## src/rtl/hack_pkg.sv

```systemverilog
// Shared definitions for the Hack CPU core.
// Instruction field positions, jump codes and core states.
package hack_pkg;

    localparam int BIT_CI = 15;
    localparam int BIT_A  = 12;
    localparam int C_HI   = 11;
    localparam int C_LO   = 6;
    localparam int D_HI   = 5;
    localparam int D_LO   = 3;
    localparam int J_HI   = 2;
    localparam int J_LO   = 0;

    localparam int DST_A = 2;
    localparam int DST_D = 1;
    localparam int DST_M = 0;

    localparam int J_LT = 2;
    localparam int J_EQ = 1;
    localparam int J_GT = 0;

    localparam logic [2:0] JMP_ALWAYS = 3'b111;

    typedef enum logic [1:0] {
        ST_RUN,
        ST_WAIT,
        ST_PAUSE,
        ST_HALT
    } state_e;

    function automatic logic jump_taken(
        input logic [2:0] j,
        input logic       zr,
        input logic       ng
    );
        return (j[J_LT] & ng) | (j[J_EQ] & zr) |
               (j[J_GT] & ~ng & ~zr);
    endfunction

endpackage

```

## src/rtl/hack_alu.sv

```systemverilog
// Hack ALU: zx/nx/zy/ny/f/no on 16-bit operands.
// Purely combinational; zr/ng flag the result.
module hack_alu (
    input  logic [15:0] x,
    input  logic [15:0] y,
    input  logic [5:0]  c,
    output logic [15:0] out,
    output logic        zr,
    output logic        ng
);

    logic [15:0] x1, x2, y1, y2, f;

    // operand conditioning, function select, output negate
    always_comb begin
        x1  = c[5] ? 16'h0000 : x;
        x2  = c[4] ? ~x1 : x1;
        y1  = c[3] ? 16'h0000 : y;
        y2  = c[2] ? ~y1 : y1;
        f   = c[1] ? (x2 + y2) : (x2 & y2);
        out = c[0] ? ~f : f;
        zr  = (out == 16'h0000);
        ng  = out[15];
    end

endmodule

```

## src/rtl/hack_core.sv

```systemverilog
// Hack CPU core with stalling data port, pause and halt.
// One instruction per cycle unless the data port stalls.
module hack_core
    import hack_pkg::*;
#(
    parameter int PC_W   = 15,
    parameter int ADDR_W = 15,
    parameter int CNT_W  = 32
) (
    input  logic              clock,
    input  logic              reset,
    input  logic              run,
    output logic [PC_W-1:0]   i_addr,
    input  logic [15:0]       i_data,
    output logic [ADDR_W-1:0] d_addr,
    output logic [15:0]       d_wdata,
    output logic              d_req,
    output logic              d_we,
    input  logic [15:0]       d_rdata,
    input  logic              d_ready,
    output logic              halted,
    output logic [CNT_W-1:0]  retired
);

    state_e           state_q, state_d;
    logic [PC_W-1:0]  pc_q, pc_d;
    logic [15:0]      a_q, a_d;
    logic [15:0]      d_q, d_d;
    logic [CNT_W-1:0] cnt_q, cnt_d;
    logic             halted_q, halted_d;

    logic             is_c, is_mem, exec, retire;
    logic             take, halt_hit;
    logic [5:0]       comp;
    logic [2:0]       dst, jmp;
    logic [15:0]      alu_y, alu_out;
    logic             alu_zr, alu_ng;
    logic [PC_W-1:0]  pc_next;

    // instruction decode and issue qualification
    always_comb begin
        is_c     = i_data[BIT_CI];
        comp     = i_data[C_HI:C_LO];
        dst      = i_data[D_HI:D_LO];
        jmp      = i_data[J_HI:J_LO];
        is_mem   = is_c & (i_data[BIT_A] | dst[DST_M]);
        alu_y    = i_data[BIT_A] ? d_rdata : a_q;
        exec     = ((state_q == ST_RUN) & run) |
                   (state_q == ST_WAIT);
        retire   = exec & (~is_mem | d_ready);
        take     = is_c & jump_taken(jmp, alu_zr, alu_ng);
        pc_next  = take ? a_q[PC_W-1:0] : pc_q + PC_W'(1);
        halt_hit = is_c & (jmp == JMP_ALWAYS) &
                   (a_q[PC_W-1:0] == pc_q);
    end

    hack_alu u_alu (
        .x   (d_q),
        .y   (alu_y),
        .c   (comp),
        .out (alu_out),
        .zr  (alu_zr),
        .ng  (alu_ng)
    );

    // data port is driven straight from the pre-update A register
    always_comb begin
        d_req   = exec & is_mem & ~reset;
        d_we    = d_req & dst[DST_M];
        d_addr  = a_q[ADDR_W-1:0];
        d_wdata = alu_out;
        i_addr  = pc_q;
        halted  = halted_q;
        retired = cnt_q;
    end

    // architectural commit and run/wait/pause/halt sequencing
    always_comb begin
        state_d = state_q;
        pc_d    = pc_q;
        a_d     = a_q;
        d_d     = d_q;
        cnt_d   = cnt_q;
        if (retire) begin
            pc_d  = pc_next;
            cnt_d = cnt_q + CNT_W'(1);
            if (!is_c) begin
                a_d = {1'b0, i_data[14:0]};
            end else begin
                if (dst[DST_A]) a_d = alu_out;
                if (dst[DST_D]) d_d = alu_out;
            end
        end
        unique case (state_q)
            ST_RUN: begin
                if (!run)          state_d = ST_PAUSE;
                else if (!retire)  state_d = ST_WAIT;
                else if (halt_hit) state_d = ST_HALT;
            end
            ST_WAIT: begin
                if (retire)
                    state_d = halt_hit ? ST_HALT : ST_RUN;
            end
            ST_PAUSE: begin
                if (run) state_d = ST_RUN;
            end
            ST_HALT: state_d = ST_HALT;
            default: state_d = ST_RUN;
        endcase
        halted_d = (state_d == ST_HALT);
    end

    // state registers with synchronous reset
    always_ff @(posedge clock) begin
        if (reset) begin
            state_q  <= ST_RUN;
            pc_q     <= '0;
            a_q      <= '0;
            d_q      <= '0;
            cnt_q    <= '0;
            halted_q <= 1'b0;
        end else begin
            state_q  <= state_d;
            pc_q     <= pc_d;
            a_q      <= a_d;
            d_q      <= d_d;
            cnt_q    <= cnt_d;
            halted_q <= halted_d;
        end
    end

endmodule

```

## config.mk

```make
export PLATFORM = sky130hd
export DESIGN_NAME = hack_core
export DESIGN_NICKNAME = d
export VERILOG_FILES = /design/src/rtl/hack_pkg.sv /design/src/rtl/hack_alu.sv /design/src/rtl/hack_core.sv
export SDC_FILE = /design/constraint.sdc
export NUM_CORES = 1
export LEC_CHECK = 0
export CORE_UTILIZATION = 59
export CTS_BUF_LIST = sky130_fd_sc_hd__clkbuf_4
export DETAILED_ROUTE_END_ITERATION = 10
export PLACE_DENSITY = 0.86
export RECOVER_POWER = 50
export SLEW_MARGIN = 20
export SYNTH_ARGS = -nofsm -noshare
export SYNTH_HDL_FRONTEND = slang
export SYNTH_HIERARCHICAL = 1
export SYNTH_SLANG_ARGS = --single-unit
```

## constraint.sdc

```tcl
create_clock -name clock -period 9.7 [get_ports clock]
set_clock_uncertainty 0.2 [all_clocks]
set_input_delay 0.97 -clock clock [delete_from_list [all_inputs] [get_ports clock]]
set_output_delay 0.97 -clock clock [all_outputs]
set_load 0.005 [all_outputs]
```

==> results of run 1 <==
power groups by stage:
stage          sequential (W)  combinational, W  clock (W)
2_1_floorplan        0.000372          0.000247          0
3_3_place_gp         0.000380          0.000359          0
3_5_place_dp         0.000381          0.000367          0
4_1_cts              0.000373          0.000370   0.000240
5_1_grt              0.000375          0.000399   0.000252
6_report             0.000374          0.000373   0.000239
per-stage QoR:
step           total power (W)  area, sq um
3_3_place_gp          0.000739         7250
5_1_grt                0.00103         7410
6_report              0.000986         7410
4_1_cts               0.000984         7420
2_1_floorplan         0.000619         6210
3_5_place_dp          0.000748         7250
area by class of cell:
type                       count  area (sq um)
multi-input combinational    613          4150
fill                         863          2870
sequential                    82          1640
timing repair buffer         120          1190
tap                          136           170
clock inverter                 7           101
inverter                      25          93.8
clock buffer                   9          67.6
worst max path at each step:
stage / slack (ps) / endpoint / start
after floorplan: 3960 / i_addr[13]$_SDFFE_PP0P_ / i_data[8]
after global placement: 2660 / i_addr[13]$_SDFFE_PP0P_ / i_data[12]
after detailed placement: 2490 / i_addr[12]$_SDFFE_PP0P_ / i_data[12]
after CTS: 2880 / d_wdata[14] / i_data[12]
after global routing: 2560 / i_addr[12]$_SDFFE_PP0P_ / i_data[12]
final: 2750 / d_wdata[15] / i_data[12]
cells in the mapped netlist, types with 2 or more instances:
| cell | count |
|---|---|
| a2111oi_2 | 2 |
| a211oi_1 | 23 |
| a21o_1 | 4 |
| a21oi_1 | 58 |
| a2bb2oi_1 | 2 |
| a31oi_1 | 4 |
| and2_1 | 6 |
| and3_1 | 10 |
| and4_1 | 7 |
| buf_1 | 4 |
| buf_2 | 8 |
| buf_4 | 20 |
| clkbuf_1 | 24 |
| dfxtp_1 | 82 |
| ha_1 | 18 |
| inv_1 | 23 |
| mux2_2 | 16 |
| mux2i_1 | 20 |
| nand2_1 | 64 |
| nand2b_1 | 38 |
| nand3_1 | 26 |
| nand4_1 | 19 |
| nand4_4 | 2 |
| nor2_1 | 57 |
| nor3_1 | 22 |
| nor3b_1 | 3 |
| nor4_1 | 10 |
| o2111ai_1 | 2 |
| o211ai_1 | 4 |
| o21a_1 | 7 |
| o21ai_0 | 27 |
| o21ai_1 | 3 |
| o21ai_2 | 2 |
| o22ai_1 | 2 |
| o311ai_0 | 2 |
| o32ai_1 | 6 |
| or3_1 | 19 |
| or4_1 | 7 |
| xnor2_1 | 56 |
| xor2_1 | 26 |
kinds of logic (layout without fill, tap and decap cells):
logic type	Yosys count	after routing
xor+xnor	82	82
simple gates	301	301
flops	82	82
fa+ha+maj	19	19
mux	36	36
compound gates	175	175
buf+inv	83	161
critical path, stage by stage:
cell,delay (ps)
dlygate4sd3_1,1090
mux2_2,420
nand2b_1,100
xnor2_1,90
ha_1,490
o21ai_1,130
o211ai_2,350
a211oi_1,220
o311ai_0,420
o221ai_1,250
xnor2_1,590
clkdlybuf4s50_1,670
sequential cells by signal (all words and copies together) (netlist names):
name     cells
halted       1
state_q      2
retired     32
d_q         16
a_q         16
i_addr      15
metal layers:
layer | vias up | GRT usage [%] | routed length [microns]
met5 | - | 0 | 0
li1 | 2938 | - | -
met4 | 0 | 6.24 | 252
met3 | 25 | 6.99 | 1640
met1 | 2934 | 44.6 | 7870
met2 | 301 | 53.1 | 8620
==> results_dict.tcl, run 1 <==
set metrics [dict create \
    powerDensity_nw_per_um2 133 \
    path_clk_slew_ps 140 \
    area_growth_syn_to_layout_pct 19.3 \
    synth_mux_area_share_pct 6.13 \
    synth_compound_area_share_pct 19.5 \
    cts_setup_buffers 0 \
    synth_top_area_share_pct 26.4 \
    synthTopCellsByArea "dfxtp_1 (26%), xnor2_1 (7.9%), a21oi_1 (4.7%), nand2_1 (3.9%), nand2b_1 (3.8%)" \
    r2r-start "a_q[0]$_SDFFE_PP0P_" \
    tightest_slew_ps 1090 \
    vias_per_cell 6.25 \
    dpl.hpwl_microns 13400 \
    synth_enable_flop_cells 0 \
    worstPathArrival_ps 5780 \
    pin_count 117 \
    routed_wl_microns 18400 \
    drv_cap 0 \
    yosys.area_share.simple_pct 25.9 \
    grt_use_total_pct 32.6 \
    min-delay-start "d_q[14]$_SDFFE_PP0P_" \
    ant_nets 0 \
    cts_tree "built" \
    synthCells 778 \
    clock_tree.root_cell "clkbuf_4" \
    layoutNonFillerInstCount 992 \
    dp.cells 976 \
    antenna_found_initial 0 \
    rr_worst_depth 17 \
    syn_area_per_cell_sq_um 7.98 \
    async_reset_ff_share_pct 0 \
    cp_max_fo 18 \
    ys_seq_area_share_pct 26.4 \
    fp.dieW_microns 105 \
    post-route-period-util_pct 71.7 \
    yosysTopAreaCell "dfxtp_1" \
    syn_nets 833 \
    fp-row-count 37 \
    io_buffer_count 116 \
    p_clk_share_pct 24.3 \
    start_kind "input pin" \
    ir_worst_vdd_mv 0.100 \
    final_core_util_pct 72.1 \
    place_congestion 0.924 \
    finalCriticalPeriod_ps 6950 \
    final_max_slew_viol_count 0 \
    required_ps 8530 \
    crit_path_end_kind "output port" \
    pre_cts_ws_ps 2490 \
    drive_gt1_share_pct 6.89 \
    r2r_slack_ps 4160 \
    clock_sinks 82 \
    r2r-end "i_addr[12]$_SDFFE_PP0P_" \
    insertion_delay_ps 450 \
    route.vias.total 6198 \
    fin_nets 906 \
    swShare_pct 36.5 \
    intPower_w 0.000626 \
    setup_tns_ps 0 \
    synth_top_family_by_area "simple AND/OR/NAND/NOR gates" \
    synth-xor-area-share_pct 11.6 \
    grt_max_degree 85 \
    numCtsBuffers 9 \
    overflow 0 \
    layout_common_cells "dfxtp_1 (82), nand2_1 (64), dlygate4sd3_1 (64), a21oi_1 (58), nor2_1 (57)" \
    grt_pass1_wl_microns 28600 \
    crit_type "in2out" \
    setup_viol 0 \
    grt_pass1_vias 5431 \
    yosys_register_bits 82 \
    hold_viol 0 \
    drt_iter0_markers 521 \
    clockBufferDepth 2 \
    synth_flop_cell "dfxtp_1" \
    wl_per_cell_microns 18.5 \
    synth_warnings 6 \
    insertedDiodeCount 0 \
    max_slew_margin_pct 27.1 \
    holdCritPathClass "reg2reg" \
    ctsResizeCount 0 \
    core_area_sq_um 10300 \
    seqPwrFrac_pct 37.9 \
    dieArea_sq_um 10900 \
    combPwrFrac_pct 37.8 \
    p_switching_w 0.000360 \
    synth_fa_ha_area_share_pct 3.95 \
    rsz0062_at_grt "false" \
    outcome "complete, no violations" \
    cts_htree_levels 3 \
    holdPathEnd "d_q[14]$_SDFFE_PP0P_" \
    min_path_cells 2 \
    ys_types 83 \
    max_freq_mhz 144 \
    holdWs_ps 266 \
    drc 0 \
    leakagePower_nw 2.82 \
    final_common_cell "dfxtp_1" \
    first_pass_iters 7 \
    syn_area_sq_um 6210 \
    setup_ws_ps 2750 \
    initial_utilization_pct 60.4 \
    postCtsHoldBufs 0 \
    die_h_microns 105 \
]
No activity file was read; power rests on OpenSTA's default activity.
==> inputs of run 2 (changes only) <==
- CORE_UTILIZATION: 59 -> 55
- PLACE_DENSITY: 0.86 -> 0.81
- clock period: 9.7 -> 6.8 ns (I/O delays scaled with it)
==> run 2 against run 1 <==
Against the previous run: worst setup slack got worse by 1900 ps; critical path depth rose by 6; register-to-register slack got worse by 2800 ps; total power rose by 50%; final cell count rose by 1.3%; via count rose by 0.71%; sequential cell count did not move; combinational power rose by 45%.
==> results_dict.tcl, run 2 (synthesis results as in run 1) <==
set metrics [dict create \
    routed_wl_microns 18400 \
    setup_ws_ps 808 \
    drive_gt1_share_pct 7.75 \
    path_clk_slew_ps 150 \
    tightest_slew_ps 1030 \
    power_w 0.00148 \
    dpl.hpwl_microns 13600 \
    setup_viol 0 \
    powerDensity_nw_per_um2 197 \
    pin_count 117 \
    antenna_found_initial 0 \
    r2r-start "a_q[0]$_SDFFE_PP0P_" \
    start_kind "input pin" \
    clock_sinks 82 \
    grt_max_degree 85 \
    fin_area_sq_um 7520 \
    insertion_delay_ps 440 \
    largest_reg_flops 32 \
    min_path_cells 2 \
    layout_common_cells "dfxtp_1 (82), nand2_1 (64), dlygate4sd3_1 (62), a21oi_1 (58), nor2_1 (57)" \
    max_slew_margin_pct 30.9 \
    drt_iter0_markers 513 \
    grt_pass1_wl_microns 28700 \
    final_max_slew_viol_count 0 \
    clock_tree.root_cell "clkbuf_4" \
    route.vias.total 6242 \
    grt_pass1_vias 5571 \
    pre_cts_ws_ps 512 \
    outcome "complete, no violations" \
    rsz0062_at_grt "false" \
    first_pass_iters 5 \
    path_buf_inv 2 \
    cts_htree_levels 3 \
    setup_tns_ps 0 \
    cts_tree "built" \
    postCtsHoldBufs 0 \
    multi_input_area_sq_um 4140 \
    cp_top_family "compound AO/OA/AOI/OAI gates" \
    fin_nets 915 \
    rr_worst_depth 17 \
    hold_viol 0 \
    cp_max_fo 17 \
    cts_setup_buffers 0 \
    worstPathArrival_ps 6090 \
    drc 0 \
    n_fill_cell 901 \
    cpMaxStageDelayCell "dlygate4sd3_1" \
    holdPathEnd "d_q[10]$_SDFFE_PP0P_" \
    dieArea_sq_um 11700 \
    required_ps 6900 \
    min-delay-start "d_q[10]$_SDFFE_PP0P_" \
    insertedDiodeCount 0 \
    ir_worst_vdd_mv 0.142 \
    overflow 0 \
    area_growth_syn_to_layout_pct 21.1 \
    crit_type "in2reg" \
    ant_nets 0 \
    register_area_sq_um 1640 \
    fp.dieW_microns 108 \
    r2r-end "i_addr[12]$_SDFFE_PP0P_" \
    clockBufferDepth 2 \
    ctsResizeCount 0 \
    leakagePower_nw 2.89 \
    vias_per_cell 6.21 \
    place_congestion 0.960 \
    initial_utilization_pct 56.8 \
    dp.cells 989 \
    io_buffer_count 116 \
    max_freq_mhz 167 \
    holdCritPathClass "reg2reg" \
    layoutNonFillerInstCount 1005 \
    die_h_microns 108 \
    final_common_cell "dfxtp_1" \
    core_area_sq_um 10900 \
    grt_use_total_pct 31.3 \
    post-route-period-util_pct 88.1 \
    numCtsBuffers 9 \
    crit_path_end_kind "flip-flop" \
    r2r_slack_ps 1390 \
    crit_chain "dlygate4sd3_1 -> buf_4 -> mux2_2 -> nand2b_1 -> xnor2_1 -> ha_1 -> o21ai_1 -> o211ai_2 -> a2111oi_4 -> a2111oi_1 -> or4_4 -> or3_1 -> a2111oi_2 -> nor3b_2 -> o21ai_2 -> o21ai_0 -> a21oi_1 -> a211oi_1" \
    wl_per_cell_microns 18.4 \
    drv_cap 0 \
    fp-row-count 38 \
    max_stage_delay_ps 710 \
    dpl-instance-area_sq_um 7330 \
    finalCriticalPeriod_ps 5990 \
]
==> run 2: tightest hold or removal path, stage by stage, from the launching register on <==
cell,delay (ps)
dfxtp_1,330
nand2_1,50
a21oi_1,50
==> run 2: final cells by class <==
cell class	instances	area share, %
Clock inverter	6	1.83
Timing Repair Buffer	129	16.7
Inverter	25	1.25
Clock buffer	10	0.999
Multi-Input combinational cell	613	55.1
Sequential cell	82	21.8
Tap cell	140	2.33
==> run 2: where the power goes <==
group          internal (W)  switching, W
sequential         0.000501     0.0000329
combinational      0.000247      0.000293
clock              0.000229      0.000180
==> run 2: worst max-delay path by stage <==
stage	startpoint	end	slack (ps)	cells after the start
floorplan	i_data[8]	i_addr[13]$_SDFFE_PP0P_	1350	17
global route	i_data[12]	i_addr[12]$_SDFFE_PP0P_	470	18
CTS	i_data[12]	i_addr[12]$_SDFFE_PP0P_	960	18
detailed placement	i_data[12]	i_addr[13]$_SDFFE_PP0P_	510	18
finish	i_data[12]	i_addr[12]$_SDFFE_PP0P_	810	18
global placement	i_data[12]	i_addr[13]$_SDFFE_PP0P_	680	18
==> run 2: metrics by stage <==
step	util, %	hold WS (ps)
5_1_grt	68.8	280
3_5_place_dp	67.0	247
6_report	68.8	268
4_1_cts	68.9	264
3_3_place_gp	67.0	243
2_1_floorplan	-	229
==> run 2: routing by layer <==
metal  part of all wire [%]  vias to the layer above  global-route usage (%)
met5                      0                        -                       0
met4                    1.8                        0                    9.36
met3                    9.5                       25                    4.76
met2                     47                      308                    52.2
met1                     41                     2949                    41.7
li1                       -                     2960                       -
==> inputs of run 3 (changes only) <==
- clock period: 6.8 -> 6.4 ns (I/O delays scaled with it)
==> run 3 against run 2 <==
Against the previous run: count of clock-buffer cells in the layout fell by 1; sequential power rose by 6.4%; largest cell class unchanged; highest routed layer unchanged; clock power fell by 23%; register-to-register slack got worse by 420 ps; combinational power rose by 8.0%; design area fell by 0.72%; via count fell by 0.27%.
==> results_dict.tcl, run 3 (synthesis results as in run 1) <==
set metrics [dict create \
    setup_tns_ps 0 \
    path_buf_inv 2 \
    grt_pass1_wl_microns 29400 \
    drv_cap 0 \
    path_common_cell "or4_1" \
    drc 0 \
    routed_wl_microns 18700 \
    powerDensity_nw_per_um2 196 \
    ir_worst_vdd_mv 0.164 \
    dpl.hpwl_microns 13900 \
    ant_nets 0 \
    cpMaxStageDelayCell "dlygate4sd3_1" \
    cp_top_family "compound AO/OA/AOI/OAI gates" \
    leakagePower_nw 2.84 \
    r2r-start "a_q[0]$_SDFFE_PP0P_" \
    clock_sinks 82 \
    numCtsBuffers 9 \
    final_max_slew_viol_count 0 \
    largest_reg_flops 32 \
    route.vias.total 6225 \
    fp-row-count 38 \
    ctsResizeCount 0 \
    start_kind "input pin" \
    max_slew_margin_pct 39.2 \
    core_area_sq_um 10900 \
    area_growth_syn_to_layout_pct 20.2 \
    io_buffer_count 116 \
    post-route-period-util_pct 92.6 \
    setup_ws_ps 472 \
    hold_viol 0 \
    r2r_slack_ps 970 \
    crit_chain "dlygate4sd3_1 -> mux2_2 -> nand2b_1 -> xnor2_1 -> ha_1 -> fa_1 -> a211oi_1 -> o21ai_1 -> a31oi_1 -> or4_1 -> nand3_1 -> or4_1 -> a2111oi_2 -> nor3b_2 -> o21a_1 -> buf_4 -> nor4_1 -> a2bb2oi_1 -> nor3_1" \
    crit_path_end_kind "flip-flop" \
    tightest_slew_ps 903 \
    layoutNonFillerInstCount 1009 \
    cts_tree "built" \
    dp.cells 993 \
    path_clk_slew_ps 140 \
    holdCritPathClass "reg2reg" \
    drt_iter0_markers 451 \
    place_congestion 0.929 \
    initial_utilization_pct 56.8 \
    wl_per_cell_microns 18.5 \
    cp_max_fo 20 \
    max_stage_delay_ps 670 \
    fp.dieW_microns 108 \
    vias_per_cell 6.17 \
    first_pass_iters 5 \
    cts_htree_levels 3 \
    power_w 0.00147 \
    max_freq_mhz 169 \
    dieArea_sq_um 11700 \
    clockBufferDepth 2 \
    outcome "complete, no violations" \
    cts_setup_buffers 0 \
    antenna_found_initial 0 \
    clock_tree.root_cell "clkbuf_4" \
    fin_nets 919 \
    setup_viol 0 \
    rsz0062_at_grt "false" \
    pre_cts_ws_ps 185 \
    layout_common_cells "dfxtp_1 (82), nand2_1 (64), dlygate4sd3_1 (59), a21oi_1 (58), nor2_1 (57)" \
    drive_gt1_share_pct 8.06 \
    finalCriticalPeriod_ps 5930 \
    postCtsHoldBufs 0 \
    min-delay-start "d_q[12]$_SDFFE_PP0P_" \
    grt_max_degree 85 \
    insertion_delay_ps 430 \
    overflow 0 \
    crit_start "i_data[12]" \
    insertedDiodeCount 0 \
    final_common_cell "dfxtp_1" \
    grt_use_total_pct 32.5 \
    worstPathArrival_ps 6030 \
    required_ps 6500 \
    crit_type "in2reg" \
    die_h_microns 108 \
    pin_count 117 \
    grt_pass1_vias 5844 \
]
-- run 3: changes by cell type in the layout (fill, tap and decap cells not counted) --
| cell | previous run | this run |
|---|---|---|
| clkinv_4 | 1 | 0 |
| clkbuf_4 | 10 | 9 |
| clkinv_2 | 0 | 1 |
| clkdlybuf4s50_1 | 53 | 56 |
| bufinv_16 | 4 | 1 |
| clkinvlp_4 | 0 | 2 |
| inv_6 | 1 | 3 |
| dlygate4sd3_1 | 62 | 59 |
| nand4_4 | 2 | 1 |
| nand4_1 | 19 | 20 |
| buf_4 | 13 | 17 |
-- run 3: final timing paths --
kind / to / cells past startpoint
worst max-delay path: i_addr[14]$_SDFFE_PP0P_ / 19
worst min-delay path: d_q[12]$_SDFFE_PP0P_ / 2
worst max register to register: i_addr[14]$_SDFFE_PP0P_ / 18
worst min register to register: d_q[12]$_SDFFE_PP0P_ / 2
-- run 3: worst min-delay path, cell delays in order (launching register included) --
cell,delay [ps]
dfxtp_1,330
nand2_1,50
a21oi_1,50
-- run 3: through the flow --
step                      area (sq um)  utilization (%)  hold WS (ps)
after floorplan                   6210                -           229
after global placement            7360             67.3           242
after detailed placement          7360             67.3           249
after CTS                         7500             68.6           267
after global routing              7460             68.3           288
final                             7460             68.3           265
-- run 3: layer usage --
metal / track usage [%] / wire (microns) / vias up
met2: 52.5 / 8490 / 275
met3: 7.53 / 1630 / 39
met5: 0 / 0 / -
li1: - / - / 2982
met4: 10.1 / 502 / 0
met1: 42.8 / 8080 / 2929
-- run 3: area by class of cell --
class	count	area [sq um]
clock buffers	9	67.6
clock inverters	7	76.3
fillers	913	3470
inverters	25	93.8
multi-input cells	613	4130
flip-flops and latches	82	1640
well taps	140	175
repair buffers	133	1280
-- run 3: power breakdown --
group / internal [W] / total, W / switching, W
registers: 0.000532 / 0.000567 / 0.0000350
clock network: 0.000122 / 0.000316 / 0.000194
logic: 0.000268 / 0.000583 / 0.000315
